## src/rtl/taxi_pkg.sv

```systemverilog
// taxi_pkg: trip states, datapath widths and the double-dabble digit adjust shared by the taxi meter blocks
package taxi_pkg;
    typedef enum logic [1:0] {IDLE, RUN, HOLD} trip_state_e;
    localparam int FARE_W = 14;
    localparam int BCD_W  = 16;
    localparam logic [FARE_W-1:0] DIST_MAX = 14'd9999;
    function automatic logic [BCD_W-1:0] dabble_adj(input logic [BCD_W-1:0] v);
        logic [BCD_W-1:0] r;
        for (int i = 0; i < BCD_W / 4; i++)
            r[i*4 +: 4] = (v[i*4 +: 4] >= 4'd5) ? v[i*4 +: 4] + 4'd3 : v[i*4 +: 4];
        return r;
    endfunction
endpackage

```

## src/rtl/bin2bcd_seq.sv

```systemverilog
// bin2bcd_seq: sequential double-dabble, one shift-add-3 per cycle; bcd is final while done is high
module bin2bcd_seq
    import taxi_pkg::*;
(
    input  logic              clk,
    input  logic              rst_n,
    input  logic              start,
    input  logic [FARE_W-1:0] bin,
    output logic              busy,
    output logic              done,
    output logic [BCD_W-1:0]  bcd
);
    localparam logic [3:0] LAST = 4'(FARE_W);
    logic [FARE_W-1:0] bin_q, bin_d;
    logic [BCD_W-1:0]  acc_q, acc_d;
    logic [3:0]        cnt_q, cnt_d;
    logic              busy_q, busy_d;
    always_comb begin
        acc_d  = acc_q;
        bin_d  = bin_q;
        cnt_d  = cnt_q;
        busy_d = busy_q;
        done   = busy_q && cnt_q == LAST;
        if (start && !busy_q) begin
            acc_d  = '0;
            bin_d  = bin;
            cnt_d  = '0;
            busy_d = 1'b1;
        end else if (done) begin
            busy_d = 1'b0;
        end else if (busy_q) begin
            acc_d = BCD_W'({dabble_adj(acc_q), bin_q[FARE_W-1]});
            bin_d = {bin_q[FARE_W-2:0], 1'b0};
            cnt_d = cnt_q + 4'd1;
        end
    end
    always_ff @(posedge clk or negedge rst_n) begin
        if (!rst_n) begin
            acc_q  <= '0;
            bin_q  <= '0;
            cnt_q  <= '0;
            busy_q <= 1'b0;
        end else begin
            acc_q  <= acc_d;
            bin_q  <= bin_d;
            cnt_q  <= cnt_d;
            busy_q <= busy_d;
        end
    end
    assign busy = busy_q;
    assign bcd  = acc_q;
endmodule

```

## src/rtl/fare_accum.sv

```systemverilog
// fare_accum: trip state machine with saturating fare/distance accumulation and a BCD copy of the fare
module fare_accum
    import taxi_pkg::*;
#(
    parameter logic [FARE_W-1:0] BASE_FARE = 14'd100,
    parameter logic [FARE_W-1:0] BASE_DIST = 14'd30,
    parameter logic [FARE_W-1:0] DIST_FARE = 14'd2,
    parameter logic [FARE_W-1:0] WAIT_FARE = 14'd10,
    parameter logic [FARE_W-1:0] FARE_MAX  = 14'd9999
) (
    input  logic              clk,
    input  logic              rst_n,
    input  logic              trip_start,
    input  logic              trip_end,
    input  logic              dist_pulse,
    input  logic              wait_fare_pulse,
    output logic [FARE_W-1:0] fare,
    output logic [FARE_W-1:0] dist_cnt,
    output logic [BCD_W-1:0]  fare_bcd,
    output logic              running,
    output logic              hold
);
    trip_state_e       state_q, state_d;
    logic [FARE_W-1:0] fare_q, fare_d, dist_q, dist_d, dist_add, wait_add;
    logic [FARE_W:0]   sum;
    logic [2:0]        sync_q, sync_d;
    logic              wait_edge_q, wait_edge_d, fare_chg_q, fare_chg_d;
    logic              running_q, hold_q;
    logic [BCD_W-1:0]  fare_bcd_q, fare_bcd_d, bcd_val;
    logic              bcd_start, bcd_busy, bcd_done;
    always_comb begin
        state_d  = state_q;
        fare_d   = fare_q;
        dist_d   = dist_q;
        dist_add = (dist_pulse && dist_q >= BASE_DIST) ? DIST_FARE : '0;
        wait_add = wait_edge_q ? WAIT_FARE : '0;
        sum      = {1'b0, fare_q} + {1'b0, dist_add} + {1'b0, wait_add};
        // trip_end freezes before any same-cycle event is counted
        if (state_q == RUN) begin
            if (trip_end)
                state_d = HOLD;
            else begin
                fare_d = (sum > {1'b0, FARE_MAX}) ? FARE_MAX : sum[FARE_W-1:0];
                dist_d = (dist_pulse && dist_q < DIST_MAX) ? dist_q + 14'd1 : dist_q;
            end
        end else if (trip_start) begin
            state_d = RUN;
            fare_d  = BASE_FARE;
            dist_d  = '0;
        end
        sync_d      = {sync_q[1:0], wait_fare_pulse};
        wait_edge_d = sync_q[1] & ~sync_q[2];
        bcd_start   = fare_chg_q && !bcd_busy;
        // a change landing while the converter runs keeps the flag for a rerun
        fare_chg_d  = (fare_d != fare_q) || (fare_chg_q && !bcd_start);
        fare_bcd_d  = bcd_done ? bcd_val : fare_bcd_q;
    end
    always_ff @(posedge clk or negedge rst_n) begin
        if (!rst_n) begin
            state_q     <= IDLE;
            fare_q      <= '0;
            dist_q      <= '0;
            sync_q      <= '0;
            wait_edge_q <= 1'b0;
            fare_chg_q  <= 1'b0;
            fare_bcd_q  <= '0;
            running_q   <= 1'b0;
            hold_q      <= 1'b0;
        end else begin
            state_q     <= state_d;
            fare_q      <= fare_d;
            dist_q      <= dist_d;
            sync_q      <= sync_d;
            wait_edge_q <= wait_edge_d;
            fare_chg_q  <= fare_chg_d;
            fare_bcd_q  <= fare_bcd_d;
            running_q   <= state_d == RUN;
            hold_q      <= state_d == HOLD;
        end
    end
    bin2bcd_seq u_bcd (
        .clk   (clk),
        .rst_n (rst_n),
        .start (bcd_start),
        .bin   (fare_q),
        .busy  (bcd_busy),
        .done  (bcd_done),
        .bcd   (bcd_val)
    );
    assign fare     = fare_q;
    assign dist_cnt = dist_q;
    assign fare_bcd = fare_bcd_q;
    assign running  = running_q;
    assign hold     = hold_q;
endmodule
```

## config.mk

```make
export PLATFORM = sky130hd
export DESIGN_NAME = fare_accum
export DESIGN_NICKNAME = d
export VERILOG_FILES = /design/src/rtl/taxi_pkg.sv /design/src/rtl/bin2bcd_seq.sv /design/src/rtl/fare_accum.sv
export SDC_FILE = /design/constraint.sdc
export NUM_CORES = 1
export LEC_CHECK = 0
export CAP_MARGIN = 30
export CORE_ASPECT_RATIO = 1.5
export CORE_MARGIN = 5
export CORE_UTILIZATION = 60
export CTS_CLUSTER_DIAMETER = 50
export CTS_CLUSTER_SIZE = 12
export DETAILED_ROUTE_END_ITERATION = 6
export DONT_BUFFER_PORTS = 1
export HOLD_SLACK_MARGIN = 0.08
export PLACE_DENSITY = 0.73
export SLEW_MARGIN = 20
export SYNTH_ARGS = -nofsm -noshare
export SYNTH_HDL_FRONTEND = slang
export SYNTH_SLANG_ARGS = --single-unit
export TNS_END_PERCENT = 10
```

## constraint.sdc

```tcl
create_clock -name clk -period 5.3 [get_ports clk]
set_clock_uncertainty 0.15 [all_clocks]
set_input_delay 1.06 -clock clk [delete_from_list [all_inputs] [get_ports clk]]
set_output_delay 1.06 -clock clk [all_outputs]
set_load 0.02 [all_outputs]
```

==> results of run 1 <==
[state kept, by name, summed over array words and instances, names as in the netlist]
register / cells
u_bcd.bcd: 16
u_bcd.cnt_q: 4
sync_q: 3
u_bcd.bin_q: 14
state_q: 2
wait_edge_q: 1
hold: 1
fare: 14
dist_cnt: 14
u_bcd.busy: 1
running: 1
fare_chg_q: 1
fare_bcd: 16
[metal layers]
layer  vias to the layer above  part of all wire
met5                         -                 0
met4                         0             0.027
met3                        30             0.069
met2                       129              0.52
met1                      1855              0.39
li1                       1823                 -
[cell usage after synthesis (3+ instances only)]
cell,number
nand4_1,6
xor2_1,6
and3_1,5
xnor2_1,14
nand2b_1,10
nor3_1,11
mux2i_1,3
o31ai_1,11
a31oi_1,17
a32o_1,5
inv_1,21
dfrtp_1,88
nor2_1,44
o21ai_1,6
mux2_2,10
a21o_1,4
ha_1,16
o21ai_0,36
nor4_1,4
or3_1,3
nor2b_1,5
a21oi_1,25
nand3_1,26
buf_6,3
buf_2,8
clkbuf_1,19
nand2_1,64
[worst max-delay path: cells and delay by family, from the launching register on]
kind,cells,cell delay [ns]
adder cells (fa/ha/maj),4,1.15
AO/OA/AOI/OAI,8,1.78
AND/OR/NAND/NOR,1,0.55
buffers and inverters,1,0.08
flip-flops,1,0.52
[cells by family (layout without fill, tap and decap cells)]
family | count (synthesis) | in the layout
xor+xnor | 20 | 20
fa+ha+maj | 17 | 17
buf+inv | 53 | 42
flops | 88 | 88
mux | 13 | 13
simple gates | 194 | 194
compound gates | 136 | 136
[worst paths after layout]
check	start	end	slack, ns	depth (start not counted)
worst min-delay path	sync_q[0]	sync_q[1]	0.22	0
max in group asynchronous	rst_n	fare_bcd[14]	4.60	0
worst min register to register	sync_q[0]	sync_q[1]	0.22	0
worst max-delay path	dist_cnt[0]	fare[7]	0.94	14
worst max register to register	dist_cnt[0]	fare[7]	0.94	14
min in group asynchronous	rst_n	fare_bcd[1]	0.27	0
[power by group]
| part | switching, mW | internal [mW] |
|---|---|---|
| combinational | 0.466 | 0.320 |
| sequential | 0.276 | 0.871 |
| clock | 0.246 | 0.339 |
[per-stage QoR]
step	instances	cell area, µm²
after global placement	599	4860
after global routing	615	5150
final	615	5150
after floorplan	521	4850
after detailed placement	600	4880
after CTS	615	5150
[cell type report]
cell class              instances  area [µm²]
clock buffers                  12         256
clock inverters                 3        17.5
fillers                       647        2810
inverters                      21        78.8
multi-input cells             380        2410
flip-flops and latches         88        2200
well taps                     105         131
repair buffers                  6        48.8
==> flow_summary.yaml, run 1 <==
run_status:
  status: "finished, final reports clean"
timing:
  tns_ns: 0
  period_share: 0.822
  fin_ws_ns: 0.941
  tightest_slew_ns: 0.839
  max_freq_mhz: 229
  setup_violations: 0
  maxSlewHeadroom: 0.441
  drv_slew: 0
  finalCriticalPeriod_ns: 4.36
  hold-worst-slack_ns: 0.221
  hold_violations: 0
  rsz0062_at_grt: "no"
layout:
  final_cell_mix: "88 x dfrtp_1, 64 x nand2_1, 44 x nor2_1"
  nets: 529
  layout_commonest_cell: "dfrtp_1"
  diodes: 0
  finish.utilization: 0.647
  syn_to_final_growth_pct: 6.11
  layout-drive-gt1-share: 0.0882
logic_synthesis:
  synth_warnings: 0
  synthTopCellsByArea: "dfrtp_1 45%, nand2_1 4.9%, ha_1 4.1%, o21ai_0 3.7%, nor2_1 3.4%"
  ys_seq_elements: 88
  synthMuxAreaShare: 0.0294
  synth_xor_area_frac: 0.0361
  synth_cell_types: 70
  async_flop_share: 1.00
  synth_simple_gate_area_share: 0.198
  netlist.area_leader.share: 0.454
  ys.flop_type: "dfrtp_1"
  synth_edf_count: 0
  synth_compound_area_frac: 0.189
  syn_area_um2: 4850
  synth.net_count: 544
  synth_top_area_cell: "dfrtp_1"
  syn_inst: 521
  synthAdderAreaFrac: 0.0454
  avgSynthCellArea_um2: 9.32
  yosysSeqAreaShare: 0.454
  synth_top_family_by_area: "simple AND/OR/NAND/NOR gates"
grt:
  grt_util_all_layers: 0.232
  met1_usage: 0.271
  grt.met3_usage: 0.0618
  antenna_found_initial: 0
  grt_pass1_vias: 3870
  grt-ovfl-total: 0
  grt_pass1_wl_um: 18900
  grt_max_degree: 89
  grtUsageMet2: 0.401
  top_usage_layer: "met2"
worst_setup_path:
  crit_path_end_kind: "flip-flop"
  worst_path_largest_cell_delay_ns: 0.55
  critical_path.cell_chain: "inv_1 -> ha_1 -> o2111ai_1 -> a41oi_1 -> fa_1 -> ha_1 -> ha_1 -> or4b_1 -> o32a_1 -> o32ai_2 -> a22oi_2 -> o21bai_2 -> o21ai_0 -> a32o_1"
  crit_required_ns: 5.37
  crit_top_cell: "ha_1"
  critPathLaunchType: "flip-flop"
  crit_path_max_fanout: 12
  path_class: "reg2reg"
  arrival_ns: 4.43
  cp_slowest_cell: "or4b_1"
power:
  irDropWorstVdd_v: 0.000233
  power.density_nw_per_um2: 489
  leakagePower_nw: 2.19
  p_total_mw: 2.52
clock_network:
  ctsResizeCount: 0
  post_cts_buffers: 0
  cts_tree: "built"
  cts-root-buf: "clkbuf_16"
  cts_hold_buffers: 0
  cts_buffers: 9
  clk_pin_slew_worst_paths_ns: 0.06
  ctsHtreeMaxLevel: 3
  cts.sinks: 88
  cts_buffer_depth: 2
  clock_latency_ns: 0.33
floorplan:
  core_area_um2: 7960
  rows: 40
  die_area_um2: 10000
  die_h_um: 120
  ios: 52
  start_util: 0.610
  die_w_um: 83.4
min_path:
  hold_class: "reg2reg"
route:
  firstDrtPassIters: 5
  vias_per_cell: 6.24
  vias: 3837
  route.detailed.drc: 0
  wire_per_inst_um: 17.9
  drtIter0Drc: 279
  drt-total-wl_um: 11000
  ant_nets: 0
placement:
  gp_congestion: 0.938
  portBuffers: 0
  dp_hpwl_um: 7640
  place_ws_ns: 0.985
job:
  maxCapViolations: 0
No activity file was read; power rests on OpenSTA's default activity.
==> run 2: changes to the inputs <==
==> constraint.sdc (replaced) <==
create_clock -name clk -period 4.2 [get_ports clk]
set_clock_uncertainty 0.15 [all_clocks]
set_input_delay 0.84 -clock clk [delete_from_list [all_inputs] [get_ports clk]]
set_output_delay 0.84 -clock clk [all_outputs]
set_load 0.02 [all_outputs]
==> run 2 against run 1 <==
Net effect: non-clock buffer count grew 11; sequential power grew 23%; final area is 2.6% higher; count of clock-buffer cells in the layout is the same; die area unchanged; sequential share of layout area is 1.1 points lower; critical path type unchanged; largest power group unchanged.
==> flow_summary.yaml, run 2 (synthesis gave the netlist of run 1 again) <==
worst_setup_path:
  crit_required_ns: 4.26
  arrival_ns: 4.04
  path_class: "reg2reg"
  critPathLaunchType: "flip-flop"
  crit_path_max_fanout: 8
  crit_path_end_kind: "flip-flop"
clock_network:
  cts-root-buf: "clkbuf_16"
  ctsHtreeMaxLevel: 3
  clk_pin_slew_worst_paths_ns: 0.06
  cts.sinks: 88
  cts_tree: "built"
  clock_latency_ns: 0.34
  ctsResizeCount: 0
  cts_buffers: 9
  cts_buffer_depth: 2
timing:
  period_share: 0.948
  setup_violations: 0
  hold_violations: 0
  tightest_slew_ns: 0.811
  maxSlewHeadroom: 0.459
  tns_ns: 0
  drv_slew: 0
  finalCriticalPeriod_ns: 3.98
  rsz0062_at_grt: "no"
  max_freq_mhz: 251
placement:
  gp_congestion: 0.933
  dp_hpwl_um: 7790
  portBuffers: 0
floorplan:
  ios: 52
  die_area_um2: 10000
  core_area_um2: 7960
  die_h_um: 120
  start_util: 0.610
  rows: 40
  die_w_um: 83.4
route:
  vias_per_cell: 6.26
  vias: 3924
  ant_nets: 0
  firstDrtPassIters: 5
  drt-total-wl_um: 11300
  wire_per_inst_um: 18.1
  drtIter0Drc: 243
  route.detailed.drc: 0
job:
  maxCapViolations: 0
layout:
  diodes: 0
  final_cell_mix: "88 x dfrtp_1, 64 x nand2_1, 44 x nor2_1"
  syn_to_final_growth_pct: 8.92
  finish.utilization: 0.664
  nets: 540
  layout-drive-gt1-share: 0.109
  layout_commonest_cell: "dfrtp_1"
grt:
  met1_usage: 0.274
  top_usage_layer: "met2"
  grt.met3_usage: 0.0659
  antenna_found_initial: 0
  grt_pass1_wl_um: 19500
  grt-ovfl-total: 0
  grt_util_all_layers: 0.239
  grt_max_degree: 89
  grtUsageMet2: 0.415
  grt_pass1_vias: 4003
power:
  power.density_nw_per_um2: 622
  irDropWorstVdd_v: 0.000295
  leakagePower_nw: 2.27
min_path:
  hold_class: "reg2reg"
run_status:
  status: "finished, final reports clean"
## run 2: cell count changes in the layout (fill, tap and decap cells not counted), sizes merged
cell	previous run	this run
clkinv	2	1
buf	6	17
bufinv	0	1
inv	21	22
## run 2: repair_timing
| item | in CTS | in global routing |
|---|---|---|
| hold endpoints to repair | 88 | 0 |
| hold buffers | 1 | 0 |
| buffers inserted | 0 | 0 |
## run 2: path summary, 6_finish.rpt
path                             startpoint     endpoint  slack [ns]  cells after the start
worst max-delay path            dist_cnt[6]   fare_chg_q        0.22                     12
worst min-delay path              sync_q[0]    sync_q[1]        0.21                      0
worst max register to register  dist_cnt[6]   fare_chg_q        0.22                     12
worst min register to register    sync_q[0]    sync_q[1]        0.21                      0
max in group asynchronous             rst_n      fare[7]        3.29                      1
min in group asynchronous             rst_n  fare_bcd[1]        0.23                      1
## run 2: where the power goes
| part | switching (mW) | internal (mW) | total (mW) | leakage [nW] |
|---|---|---|---|---|
| combinational | 0.629 | 0.420 | 1.05 | 0.994 |
| sequential | 0.321 | 1.10 | 1.42 | 1.13 |
| clock | 0.324 | 0.495 | 0.819 | 0.149 |
| total | 1.27 | 2.01 | 3.29 | 2.27 |
## run 2: final cells by class
cell class,instances,area [µm²]
clock buffer,12,256
sequential,88,2200
timing repair buffer,17,151
fill,633,2670
tap,105,131
multi-input combinational,380,2410
inverter,21,78.8
clock inverter,4,51.3
## run 2: critical path, cell delays in order, from the launching register on
cell and delay [ns]:
dfrtp_1 0.49, nor3_1 0.35, a41oi_1 0.21, fa_1 0.41, ha_1 0.26, ha_1 0.29
a21oi_2 0.36, nor3_1 0.11, and4_1 0.27, o311ai_0 0.33, o21ai_0 0.15, a211o_1 0.30
nand4b_1 0.16
## run 2: layer usage
layer  share of wire  up-vias
met3           0.070       31
met5               0        -
li1                -     1850
met4           0.033        0
met1            0.38     1912
met2            0.51      131
## run 2: stage by stage
stage,cell area (µm²),setup WS (ns),cells,total power [mW],hold WS [ns]
final,5290,0.219,627,3.29,0.205
after CTS,5280,0.240,626,3.31,0.212
after detailed placement,4940,0.268,609,2.46,0.188
after global routing,5290,0.00448,627,3.53,0.242
after floorplan,4850,0.475,521,2.19,0.181
after global placement,4930,0.389,608,2.41,0.194
==> run 3: changes to the inputs <==
--- a/config.mk
+++ b/config.mk
@@ -7,10 +7,8 @@
 export LEC_CHECK = 0
 export CAP_MARGIN = 30
 export CORE_ASPECT_RATIO = 1.5
-export CORE_MARGIN = 5
 export CORE_UTILIZATION = 60
 export CTS_CLUSTER_DIAMETER = 50
-export CTS_CLUSTER_SIZE = 12
 export DETAILED_ROUTE_END_ITERATION = 6
 export DONT_BUFFER_PORTS = 1
 export HOLD_SLACK_MARGIN = 0.08
==> run 3 against run 2 <==
Net effect: clock power fell by 7.3%; count of clock-buffer cells in the layout rose by 2; sequential share of layout area barely moved; critical path type unchanged; largest power group unchanged; first-iteration DRC count rose by 28%; via count rose by 0.31%.
==> flow_summary.yaml, run 3 (synthesis gave the netlist of run 1 again) <==
clock_network:
  cts-root-buf: "clkbuf_16"
  cts.sinks: 88
  post_cts_buffers: 0
  clk_pin_slew_worst_paths_ns: 0.06
  cts_tree: "built"
  ctsResizeCount: 0
  cts_buffers: 9
  cts_buffer_depth: 2
  ctsHtreeMaxLevel: 3
  clock_latency_ns: 0.34
  cts_hold_buffers: 1
grt:
  grt_pass1_vias: 3983
  grt-ovfl-total: 0
  grt_util_all_layers: 0.296
  grtUsageMet2: 0.492
  grt_max_degree: 89
  met1_usage: 0.353
  antenna_found_initial: 0
  grt_pass1_wl_um: 19000
  top_usage_layer: "met2"
  grt.met3_usage: 0.0700
timing:
  tightest_slew_ns: 0.908
  period_share: 0.936
  setup_violations: 0
  max_freq_mhz: 254
  fin_ws_ns: 0.269
  finalCriticalPeriod_ns: 3.93
  tns_ns: 0
  rsz0062_at_grt: "no"
  hold_violations: 0
  maxSlewHeadroom: 0.393
  drv_slew: 0
route:
  wire_per_inst_um: 17.9
  firstDrtPassIters: 7
  vias: 3936
  vias_per_cell: 6.27
  drtIter0Drc: 310
  route.detailed.drc: 0
  drt-total-wl_um: 11200
  ant_nets: 0
layout:
  final_cell_mix: "88 x dfrtp_1, 64 x nand2_1, 44 x nor2_1"
  final-seq-area_um2: 2200
  finish.utilization: 0.686
  fin_cells: 628
  layout_commonest_cell: "dfrtp_1"
  layout-drive-gt1-share: 0.114
  nets: 544
  syn_to_final_growth_pct: 9.02
  multi_input_area_um2: 2410
  fill_cells: 642
  diodes: 0
floorplan:
  die_area_um2: 8460
  die_w_um: 75.4
  rows: 39
  ios: 52
  die_h_um: 112
  start_util: 0.630
  core_area_um2: 7710
min_path:
  hold_path_depth: 0
  hold_class: "reg2reg"
worst_setup_path:
  r2r_setup_slack_ns: 0.27
  path_class: "reg2reg"
  path_buf_inv: 1
  r2r_cells: 13
  crit_path_end_kind: "flip-flop"
  critical_path.cell_chain: "nor4_1 -> a41oi_1 -> fa_1 -> ha_1 -> ha_1 -> or4b_1 -> o32a_1 -> o32ai_2 -> a22oi_2 -> o21bai_2 -> buf_4 -> or2_1 -> o31ai_1"
  critPathLaunchType: "flip-flop"
  crit_cells: 13
  worst_path_largest_cell_delay_ns: 0.54
  crit_path_max_fanout: 7
  arrival_ns: 3.97
  cpLargestDelayFamily: "compound AO/OA/AOI/OAI gates"
  crit_top_cell: "ha_1"
  cp_slowest_cell: "or4b_1"
  crit_required_ns: 4.24
job:
  maxCapViolations: 0
power:
  p_total_mw: 3.26
  power.density_nw_per_um2: 616
  leakagePower_nw: 2.28
  p_seq_frac: 0.426
  p_int_mw: 1.98
  irDropWorstVdd_v: 0.000357
  comb_power_share: 0.341
  p_clk_frac: 0.233
  p_sw_frac: 0.392
  p_sw_mw: 1.28
placement:
  portBuffers: 0
  gp_congestion: 0.935
  place_ws_ns: 0.283
  dp_hpwl_um: 7560
  dp_cells: 611
run_status:
  status: "finished, final reports clean"
==> run 3: cell type report <==
type | instances | share of cell area
clock buffers | 14 | 0.0518
clock inverters | 2 | 0.00236
inverters | 21 | 0.0149
multi-input cells | 380 | 0.456
flip-flops and latches | 88 | 0.416
well taps | 102 | 0.0241
repair buffers | 21 | 0.0343
==> run 3: routing by layer <==
metal | vias up | wire length (µm)
li1 | 1858 | -
met1 | 1921 | 4410
met2 | 133 | 5880
met3 | 24 | 624
met4 | 0 | 320
met5 | - | 0
==> run 3: per-stage QoR <==
stage | hold WS, ns | cell area (µm²)
after floorplan | 0.181 | 4850
after detailed placement | 0.188 | 4980
after CTS | 0.212 | 5290
after global routing | 0.212 | 5290
final | 0.212 | 5290
after global placement | 0.194 | 4970
==> run 3: final timing paths <==
path,from,to
setup / recovery,dist_cnt[10],fare[12]
min in group asynchronous,rst_n,u_bcd.cnt_q[2]
max in group asynchronous,rst_n,sync_q[0]
hold reg to reg,sync_q[0],sync_q[1]
setup reg to reg,dist_cnt[10],fare[12]
hold / removal,sync_q[0],sync_q[1]
==> run 3: power groups by stage <==
| stage | logic [mW] | clock network, mW | registers [mW] |
|---|---|---|---|
| 2_1_floorplan | 0.803 | 0 | 1.38 |
| 3_3_place_gp | 1.03 | 0 | 1.39 |
| 3_5_place_dp | 1.07 | 0 | 1.40 |
| 4_1_cts | 1.11 | 0.777 | 1.39 |
| 5_1_grt | 1.26 | 0.805 | 1.44 |
| 6_report | 1.11 | 0.759 | 1.39 |
